`src/rtl/snes_pad_reader.sv`:
```
// snes_pad_reader: polls an SNES game pad over latch/clock/data and presents an
// active-high 12-bit button word once per frame. A single clock domain with an
// internal tick enable replaces a separate protocol-rate divider.
// Optional build macro: SNES_PRESENCE_CHECK_EN -- when defined, a frame whose
// trailing four bits are not all high is treated as "pad absent".
module snes_pad_reader #(
    parameter int HALF_PERIOD = 300,   // clk cycles per protocol tick, >= 4
    parameter int POLL_TICKS  = 2778   // ticks from frame start to frame start, >= 36
) (
    input  logic        clk,
    input  logic        reset,
    input  logic        serial_data,
    output logic        snes_clk,
    output logic        data_latch,
    output logic [11:0] button_data,
    output logic        data_valid,
    output logic        ctrl_missing
);

    localparam int TW = (HALF_PERIOD > 1) ? $clog2(HALF_PERIOD) : 1;
    localparam int FW = (POLL_TICKS > 1) ? $clog2(POLL_TICKS) : 1;
    localparam logic [TW-1:0] TICK_LAST  = TW'(HALF_PERIOD - 1);
    localparam logic [FW-1:0] FRAME_LAST = FW'(POLL_TICKS - 1);

    typedef enum logic [2:0] {
        ST_START,
        ST_LATCH,
        ST_GAP,
        ST_LOW,
        ST_HIGH,
        ST_DONE,
        ST_IDLE
    } state_t;

    state_t         state_reg, state_next;
    logic [TW-1:0]  tick_cnt_reg;
    logic [FW-1:0]  frame_cnt_reg;
    logic [3:0]     bit_cnt_reg, bit_cnt_next;
    logic           latch_half_reg, latch_half_next;
    logic           sync1_reg, sync2_reg;
    logic [15:0]    raw_reg;
    logic           snes_clk_reg, data_latch_reg, data_valid_reg;
    logic [11:0]    button_data_reg;
    logic [11:0]    pressed;
    logic           tick;
    logic           enter_low;

    assign tick      = (tick_cnt_reg == TICK_LAST);
    assign enter_low = (state_next == ST_LOW) && (state_reg != ST_LOW);

    // The pad reports buttons active-low; flip each bit into the active-high word.
    generate
        for (genvar gi = 0; gi < 12; gi++) begin : g_invert
            assign pressed[gi] = ~raw_reg[gi];
        end
    endgenerate

    // Two-flop synchronizer for the asynchronous pad data pin.
    always_ff @(posedge clk) begin
        if (reset) begin
            sync1_reg <= 1'b1;
            sync2_reg <= 1'b1;
        end else begin
            sync1_reg <= serial_data;
            sync2_reg <= sync1_reg;
        end
    end

    // Next-state logic for the poll sequence.
    always_comb begin
        state_next      = state_reg;
        bit_cnt_next    = bit_cnt_reg;
        latch_half_next = latch_half_reg;
        case (state_reg)
            ST_START: begin
                state_next      = ST_LATCH;
                latch_half_next = 1'b0;
            end
            ST_LATCH: begin
                if (tick) begin
                    if (latch_half_reg) state_next = ST_GAP;
                    else                latch_half_next = 1'b1;
                end
            end
            ST_GAP: begin
                if (tick) begin
                    state_next   = ST_LOW;
                    bit_cnt_next = 4'd0;
                end
            end
            ST_LOW: begin
                if (tick) state_next = ST_HIGH;
            end
            ST_HIGH: begin
                if (tick) begin
                    if (bit_cnt_reg == 4'd15) begin
                        state_next = ST_DONE;
                    end else begin
                        state_next   = ST_LOW;
                        bit_cnt_next = bit_cnt_reg + 4'd1;
                    end
                end
            end
            ST_DONE: begin
                state_next = ST_IDLE;
            end
            ST_IDLE: begin
                if (tick && (frame_cnt_reg == FRAME_LAST)) begin
                    state_next      = ST_LATCH;
                    latch_half_next = 1'b0;
                end
            end
            default: begin
                state_next = ST_START;
            end
        endcase
    end

    // State, tick and frame counters. Leaving DONE does not restart the tick
    // counter: DONE is a one-clk pass-through, and keeping the phase running
    // across it makes the frame period land on exactly POLL_TICKS*HALF_PERIOD.
    always_ff @(posedge clk) begin
        if (reset) begin
            state_reg      <= ST_START;
            bit_cnt_reg    <= 4'd0;
            latch_half_reg <= 1'b0;
            tick_cnt_reg   <= '0;
            frame_cnt_reg  <= '0;
        end else begin
            state_reg      <= state_next;
            bit_cnt_reg    <= bit_cnt_next;
            latch_half_reg <= latch_half_next;
            if (((state_next != state_reg) && (state_reg != ST_DONE)) || tick)
                tick_cnt_reg <= '0;
            else
                tick_cnt_reg <= tick_cnt_reg + TW'(1);
            if ((state_next == ST_LATCH) && (state_reg != ST_LATCH))
                frame_cnt_reg <= '0;
            else if (tick)
                frame_cnt_reg <= frame_cnt_reg + FW'(1);
        end
    end

    // Registered pin outputs and bit capture on each clock-low entry.
    always_ff @(posedge clk) begin
        if (reset) begin
            snes_clk_reg   <= 1'b1;
            data_latch_reg <= 1'b0;
            data_valid_reg <= 1'b0;
            raw_reg        <= '0;
        end else begin
            snes_clk_reg   <= (state_next != ST_LOW);
            data_latch_reg <= (state_next == ST_LATCH);
            data_valid_reg <= (state_next == ST_DONE);
            if (enter_low)
                raw_reg <= {sync2_reg, raw_reg[15:1]};
        end
    end

`ifdef SNES_PRESENCE_CHECK_EN
    logic ctrl_missing_reg;

    // Publish the frame at DONE; a pad that leaves the trailing bits low is absent.
    always_ff @(posedge clk) begin
        if (reset) begin
            button_data_reg  <= '0;
            ctrl_missing_reg <= 1'b0;
        end else if (state_next == ST_DONE) begin
            if (raw_reg[15:12] != 4'b1111) begin
                button_data_reg  <= '0;
                ctrl_missing_reg <= 1'b1;
            end else begin
                button_data_reg  <= pressed;
                ctrl_missing_reg <= 1'b0;
            end
        end
    end

    assign ctrl_missing = ctrl_missing_reg;
`else
    // Publish the complete frame at DONE only, so the word never mixes frames.
    always_ff @(posedge clk) begin
        if (reset)
            button_data_reg <= '0;
        else if (state_next == ST_DONE)
            button_data_reg <= pressed;
    end

    assign ctrl_missing = 1'b0;
`endif

    assign snes_clk    = snes_clk_reg;
    assign data_latch  = data_latch_reg;
    assign data_valid  = data_valid_reg;
    assign button_data = button_data_reg;

endmodule

```
`config.mk`:
```
export PLATFORM = sky130hd
export DESIGN_NAME = snes_pad_reader
export DESIGN_NICKNAME = d
export VERILOG_FILES = /design/src/rtl/snes_pad_reader.sv
export SDC_FILE = /design/constraint.sdc
export NUM_CORES = 1
export LEC_CHECK = 0
export CAP_MARGIN = 40
export CORE_UTILIZATION = 60
export CTS_CLUSTER_DIAMETER = 40
export DETAILED_ROUTE_END_ITERATION = 12
export PLACE_DENSITY = 0.81
export RECOVER_POWER = 100
export SLEW_MARGIN = 20
export SYNTH_ARGS = -nofsm -noshare
export SYNTH_HDL_FRONTEND = slang
export SYNTH_SLANG_ARGS = --single-unit
export TNS_END_PERCENT = 5
```
`constraint.sdc`:
```
create_clock -name clk -period 4.3 [get_ports clk]
set_clock_uncertainty 0.05 [all_clocks]
set_input_delay 0.86 -clock clk [delete_from_list [all_inputs] [get_ports clk]]
set_output_delay 0.86 -clock clk [all_outputs]
set_load 0.01 [all_outputs]
```
Word-level counts from Yosys, hierarchy flattened
Index checks and enable logic that the tools add are counted.
{ "totals": {"ff_bits": 62, "in_bits": 3, "output_inout_bits": 16, "wordCells": 76} }
{ "classes": {"add_sub_neg": 3, "n_eq_ne": 22, "mux": 15, "n_bitwise": 12, "reduce_logical": 12} }
{ "ops": {"columns": ["operator", "count"], "rows": [
  ["3-bit 2-to-1 mux", 7],
  ["3-bit one-hot mux with 7 select lines", 1],
  ["12-bit by 1-bit adder with 12-bit output (second input constant)", 1],
  ["12-bit == test (second input constant)", 1],
  ["3-bit == test (second input constant)", 4],
  ["4-bit 2-to-1 mux", 3],
  ["1-bit NOT", 12],
  ["2-bit != test (second input constant)", 5],
  ["9-bit by 1-bit adder with 9-bit output (second input constant)", 1],
  ["3-bit by 2-bit == test with 1-bit output (second input constant)", 3],
  ["9-bit == test (second input constant)", 1],
  ["4-bit one-hot mux with 2 select lines", 1],
  ["3-bit by 1-bit == test with 1-bit output (second input constant)", 2],
  ["3-bit by 2-bit != test with 1-bit output (second input constant)", 2],
  ["4-bit by 1-bit adder with 4-bit output (second input constant)", 1],
  ["4-bit == test (second input constant)", 1],
  ["1-bit logical AND", 4],
  ["4-bit AND reduction", 1],
  ["2-bit OR reduction", 2],
  ["3-bit logical NOT", 1],
  ["3-bit by 1-bit != test with 1-bit output (second input constant)", 1],
  ["3-bit != test", 1],
  ["3-bit != test (second input constant)", 1],
  ["1-bit one-hot mux with 3 select lines", 1],
  ["5 further kinds", 6]
]} }

Depth between registers and ports, before layout
{ "logic_depth": {"word_depth": 8, "mapped_depth": 10, "depth_no_buf": 7} }

Least setup slack after synthesis
OpenSTA, ideal clock, no wires.
{ "synth_timing": {"kind": "reg-to-reg", "from": "reg tick_cnt_reg[0]", "to": "reg button_data_reg[11], in the netlist button_data[11]", "setup_time_ns": 0.121, "arrival_time_ns": 2.261, "required_ns": 4.129, "path_slack_ns": 1.868, "path_stages_with_launch": 10, "path_buffers": 3, "synth_period_minus_slack_ns": 2.432, "path_cell_list": "dfxtp_1 -> ha_1 -> and4b_1 -> buf_2 -> nand2_2 -> or3_1 -> buf_2 -> a21oi_1 -> buf_4 -> mux2_2"} }
{ "synth_between": {"elab_chain_cells": 5, "word_cells_on_any_way": 9, "classes_between": "2 x eq/ne; 6 x mux; 1 x reduce/logical"} }
{ "synth_rtl": {"columns": ["item", "line_no", "text"], "rows": [
  ["from (decl)", "36", "logic [TW-1:0] tick_cnt_reg;"],
  ["from (signal assigned)", "136", "tick_cnt_reg <= tick_cnt_reg + TW'(1);"],
  ["9-bit == test *", "48", "assign tick = (tick_cnt_reg == TICK_LAST);"],
  ["1-bit logical AND", "108", "if (tick && (frame_cnt_reg == FRAME_LAST)) begin"],
  ["3-bit 2-to-1 mux", "108", null],
  ["3-bit one-hot mux with 7 select lines *", "74", "case (state_reg)"],
  ["3-bit == test *", "185", "else if (state_next == ST_DONE)"],
  ["to (signal assigned)", "186", "button_data_reg <= pressed;"],
  ["to (decl)", "43", "logic [11:0] button_data_reg;"]
]} }
Mark *: on every way between the ends. The rest lies on a longest branch, timed or not.
A chain may end at the register's enable or synchronous reset.

==> summary.txt <==
Worst setup path
  • CP startpoint kind: primary input
  • Crit path cell chain: dlygate4sd3_1 -> clkbuf_1 -> a31oi_1 -> nand2b_1 -> mux2i_1
  • Required @ worst endpoint: 4.46 ns
  • Worst-path fanout max: 45
  • Setup CP Type: in -> reg
  • Critical path capture point type: flip-flop
  • Critical path's slowest cell: clkbuf_1
  • R2R Path End: bit_cnt_reg[1]$_SDFFE_PP0P_
  • Max stage delay on crit path: 1.34 ns
  • Worst Reg-to-Reg Cells: 6
  • Worst r2r src: tick_cnt_reg[0]$_SDFF_PP0_
  • Reg2reg setup slack: 1.29 ns
  • WP data arrival: 3.34 ns

Synthesis
  • Post-synthesis cell area: 2760 sq um
  • Async SR Flop Fraction: 0
  • Simple-gate portion of the synthesized area: 0.213
  • Top FF cell, synth: dfxtp_1
  • Post-synth EDFFs: 0
  • Post-synthesis mux area share: 0.114
  • Flops & latches, synth: 62
  • Largest family of logic cells by synthesized area: simple AND/OR/NAND/NOR gates
  • Top cell type's share of synthesized area: 0.450
  • Unique masters post-synth: 46
  • Cells after synthesis: 290
  • Leading area contributor after synthesis: dfxtp_1
  • Ranking of synthesized cells by area: dfxtp_1 45%, mux2i_1 6.5%, xor2_1 4.4%, a211oi_1 4.1%, mux2_2 4.1%
  • Complex-gate fraction of the synthesized area: 0.0980
  • Seq/Total Area, Yosys: 0.450
  • Synth Area in XOR/XNOR: 0.0604
  • Synth Warn #: 0
  • Syn avg cell area: 9.50 sq um
  • Syn Nets: 297
  • Post-Synth Adder-Cell Area: 0.0182

Placement
  • Placed Area: 2900 sq um
  • I/O Buffers: 17
  • Final HPWL DP: 3.16 mm
  • Routability Congestion: 0.828

Timing
  • Tcrit/Tclk final: 0.737
  • Post-route setup TNS: 0 ns
  • RSZ-0062 raised after global routing: false
  • Crit path time final: 3.17 ns
  • Fin Hold WS: 0.366 ns
  • Slew headroom: -0.244
  • Actual slew at the worst max-slew pin: 1.87 ns
  • Pins Over Slew Limit: 46
  • Final hold viol count: 0
  • Final setup viols: 0
  • Fmax: 315 MHz

GRT
  • Initial antenna violation count: 0
  • Vias in the first global route: 1954
  • GRT overflow: 0
  • Largest net degree at the start of global routing: 46
  • Tot GR Track Use: 0.219
  • Global-route wire length before repair: 8.54 mm

Clock network
  • CTS Buffer Depth: 2
  • Clock transition at path regs: 0.07 ns
  • Sink Count: 62
  • TritonCTS buffer count: 9
  • Post_cts resized: 0
  • CTS tree: done
  • Clock root buffer: clkbuf_8
  • Postcts setup bufs: 0
  • Clk_lat worst skew: 0.34 ns
  • Hold buffer count at CTS: 0
  • CTS H-tree depth: 3

Detailed routing
  • Detailed Route Iter0 Violations: 267
  • Detailed Route WL: 4.89 mm
  • Post-DR vias/cell: 5.77
  • Drt drc: 0
  • WL/cell: 13.7 um
  • Pre-antenna DRT Iters: 4
  • DRT antenna net count: 0
  • Vias post-DR: 2060

Layout
  • Max reg flops: 16
  • Most common cell after layout, fill and taps aside: dfxtp_1
  • Finished layout cell area: 3080 sq um
  • Commonest cells after routing, fill and taps aside: 62 x dfxtp_1, 27 x nand2_1, 26 x nor2_1
  • Core Util, Final: 0.703
  • Total Nets Final: 307
  • Filler instances: 340
  • ANT cells: 0
  • Layout cells sized above 1: 0.102
  • Syn-to-layout area delta: 11.8%

Hold path
  • WHS Endpoint: sync2_reg$_SDFF_PP1_
  • Hold path startpoint: sync1_reg$_SDFF_PP1_
  • Min-Delay Path Class: reg -> reg
  • WHS Path Cells: 1

Power
  • Leakage: 1.24 nW
  • VDD IR max: 260 uV
  • PwrDens: 350 nW/um^2

Die
  • Cell Rows: 24
  • Die ar.: 4870 sq um
  • Die Height: 69.8 um
  • Initial Util: 0.629
  • Die Wd: 69.8 um
  • Ports: 19
  • Core Area: 4380 sq um

Run status
  • Status: complete, but fails checks
  • Failing checks: max-capacitance violations, max-slew violations

Flow run
  • Max Cap Viol: 1
## per-layer routing
metal  share of wire  vias up  wire length [um]  track usage
li1                -     1039                 -            -
met1            0.46      958              2270        0.276
met2            0.47       51              2300        0.355
met3           0.045       12               219       0.0436
met4           0.022        0               108        0.111
met5               0        -                 0            0
## cell usage after synthesis (all sizes together) (3+ instances only)
library cell  number
dfxtp             62
nand2             28
nor2              26
mux2i             18
nand3             16
a211oi            15
nor2b             14
xor2              14
mux2              12
clkbuf            11
buf                9
a21oi              6
inv                5
nand4              5
xnor2              5
and3               4
and4               4
ha                 4
nand2b             3
o21ai              3
## worst max-delay path by stage
stage / from / end / slack (ns) / cells after the start
6_report: reset / bit_cnt_reg[2]$_SDFFE_PP0P_ / 1.13 / 5
5_1_grt: reset / bit_cnt_reg[2]$_SDFFE_PP0P_ / 0.91 / 5
4_1_cts: tick_cnt_reg[0]$_SDFF_PP0_ / raw_reg[10]$_SDFFE_PP0P_ / 1.41 / 6
3_5_place_dp: tick_cnt_reg[0]$_SDFF_PP0_ / bit_cnt_reg[1]$_SDFFE_PP0P_ / 1.48 / 6
3_3_place_gp: tick_cnt_reg[0]$_SDFF_PP0_ / bit_cnt_reg[1]$_SDFFE_PP0P_ / 1.58 / 6
2_1_floorplan: tick_cnt_reg[0]$_SDFF_PP0_ / button_data[11]$_SDFFE_PP0P_ / 1.87 / 9
## critical path: cells and delay by family
| kind | cells | cell delay, ns |
|---|---|---|
| AO/OA/AOI/OAI | 1 | 0.30 |
| buffers and inverters | 2 | 1.88 |
| multiplexers | 1 | 0.08 |
| AND/OR/NAND/NOR | 1 | 0.18 |
## where the power goes
part           internal, W  total [W]  switching (W)
clock network     0.000255   0.000472       0.000217
logic           0.00000757  0.0000253      0.0000177
registers         0.000577   0.000580     0.00000310
total             0.000839    0.00108       0.000238
## cell type report
class | count | area [sq um] | area share
clock buffers | 13 | 169 | 0.0548
clock inverters | 3 | 17.5 | 0.00569
inverters | 5 | 18.8 | 0.00609
multi-input cells | 203 | 1390 | 0.450
flip-flops and latches | 62 | 1240 | 0.403
well taps | 52 | 65.1 | 0.0211
repair buffers | 19 | 181 | 0.0589
## per-stage QoR
step                      power (W)  instances  setup slack [ns]
final                       0.00108        357              1.13
after global routing        0.00111        357             0.908
after CTS                   0.00109        357              1.41
after detailed placement   0.000619        341              1.48
after global placement     0.000618        341              1.58
after floorplan            0.000612        290              1.87
## cell families after synthesis
family                   Yosys count
flip-flops                        62
other                              1
adder cells (fa/ha/maj)            4
multiplexers                      30
AND/OR/NAND/NOR                  112
buffers and inverters             25
XOR/XNOR                          19
AO/OA/AOI/OAI                     37
Note: power is estimated with default switching activity, not from simulation.
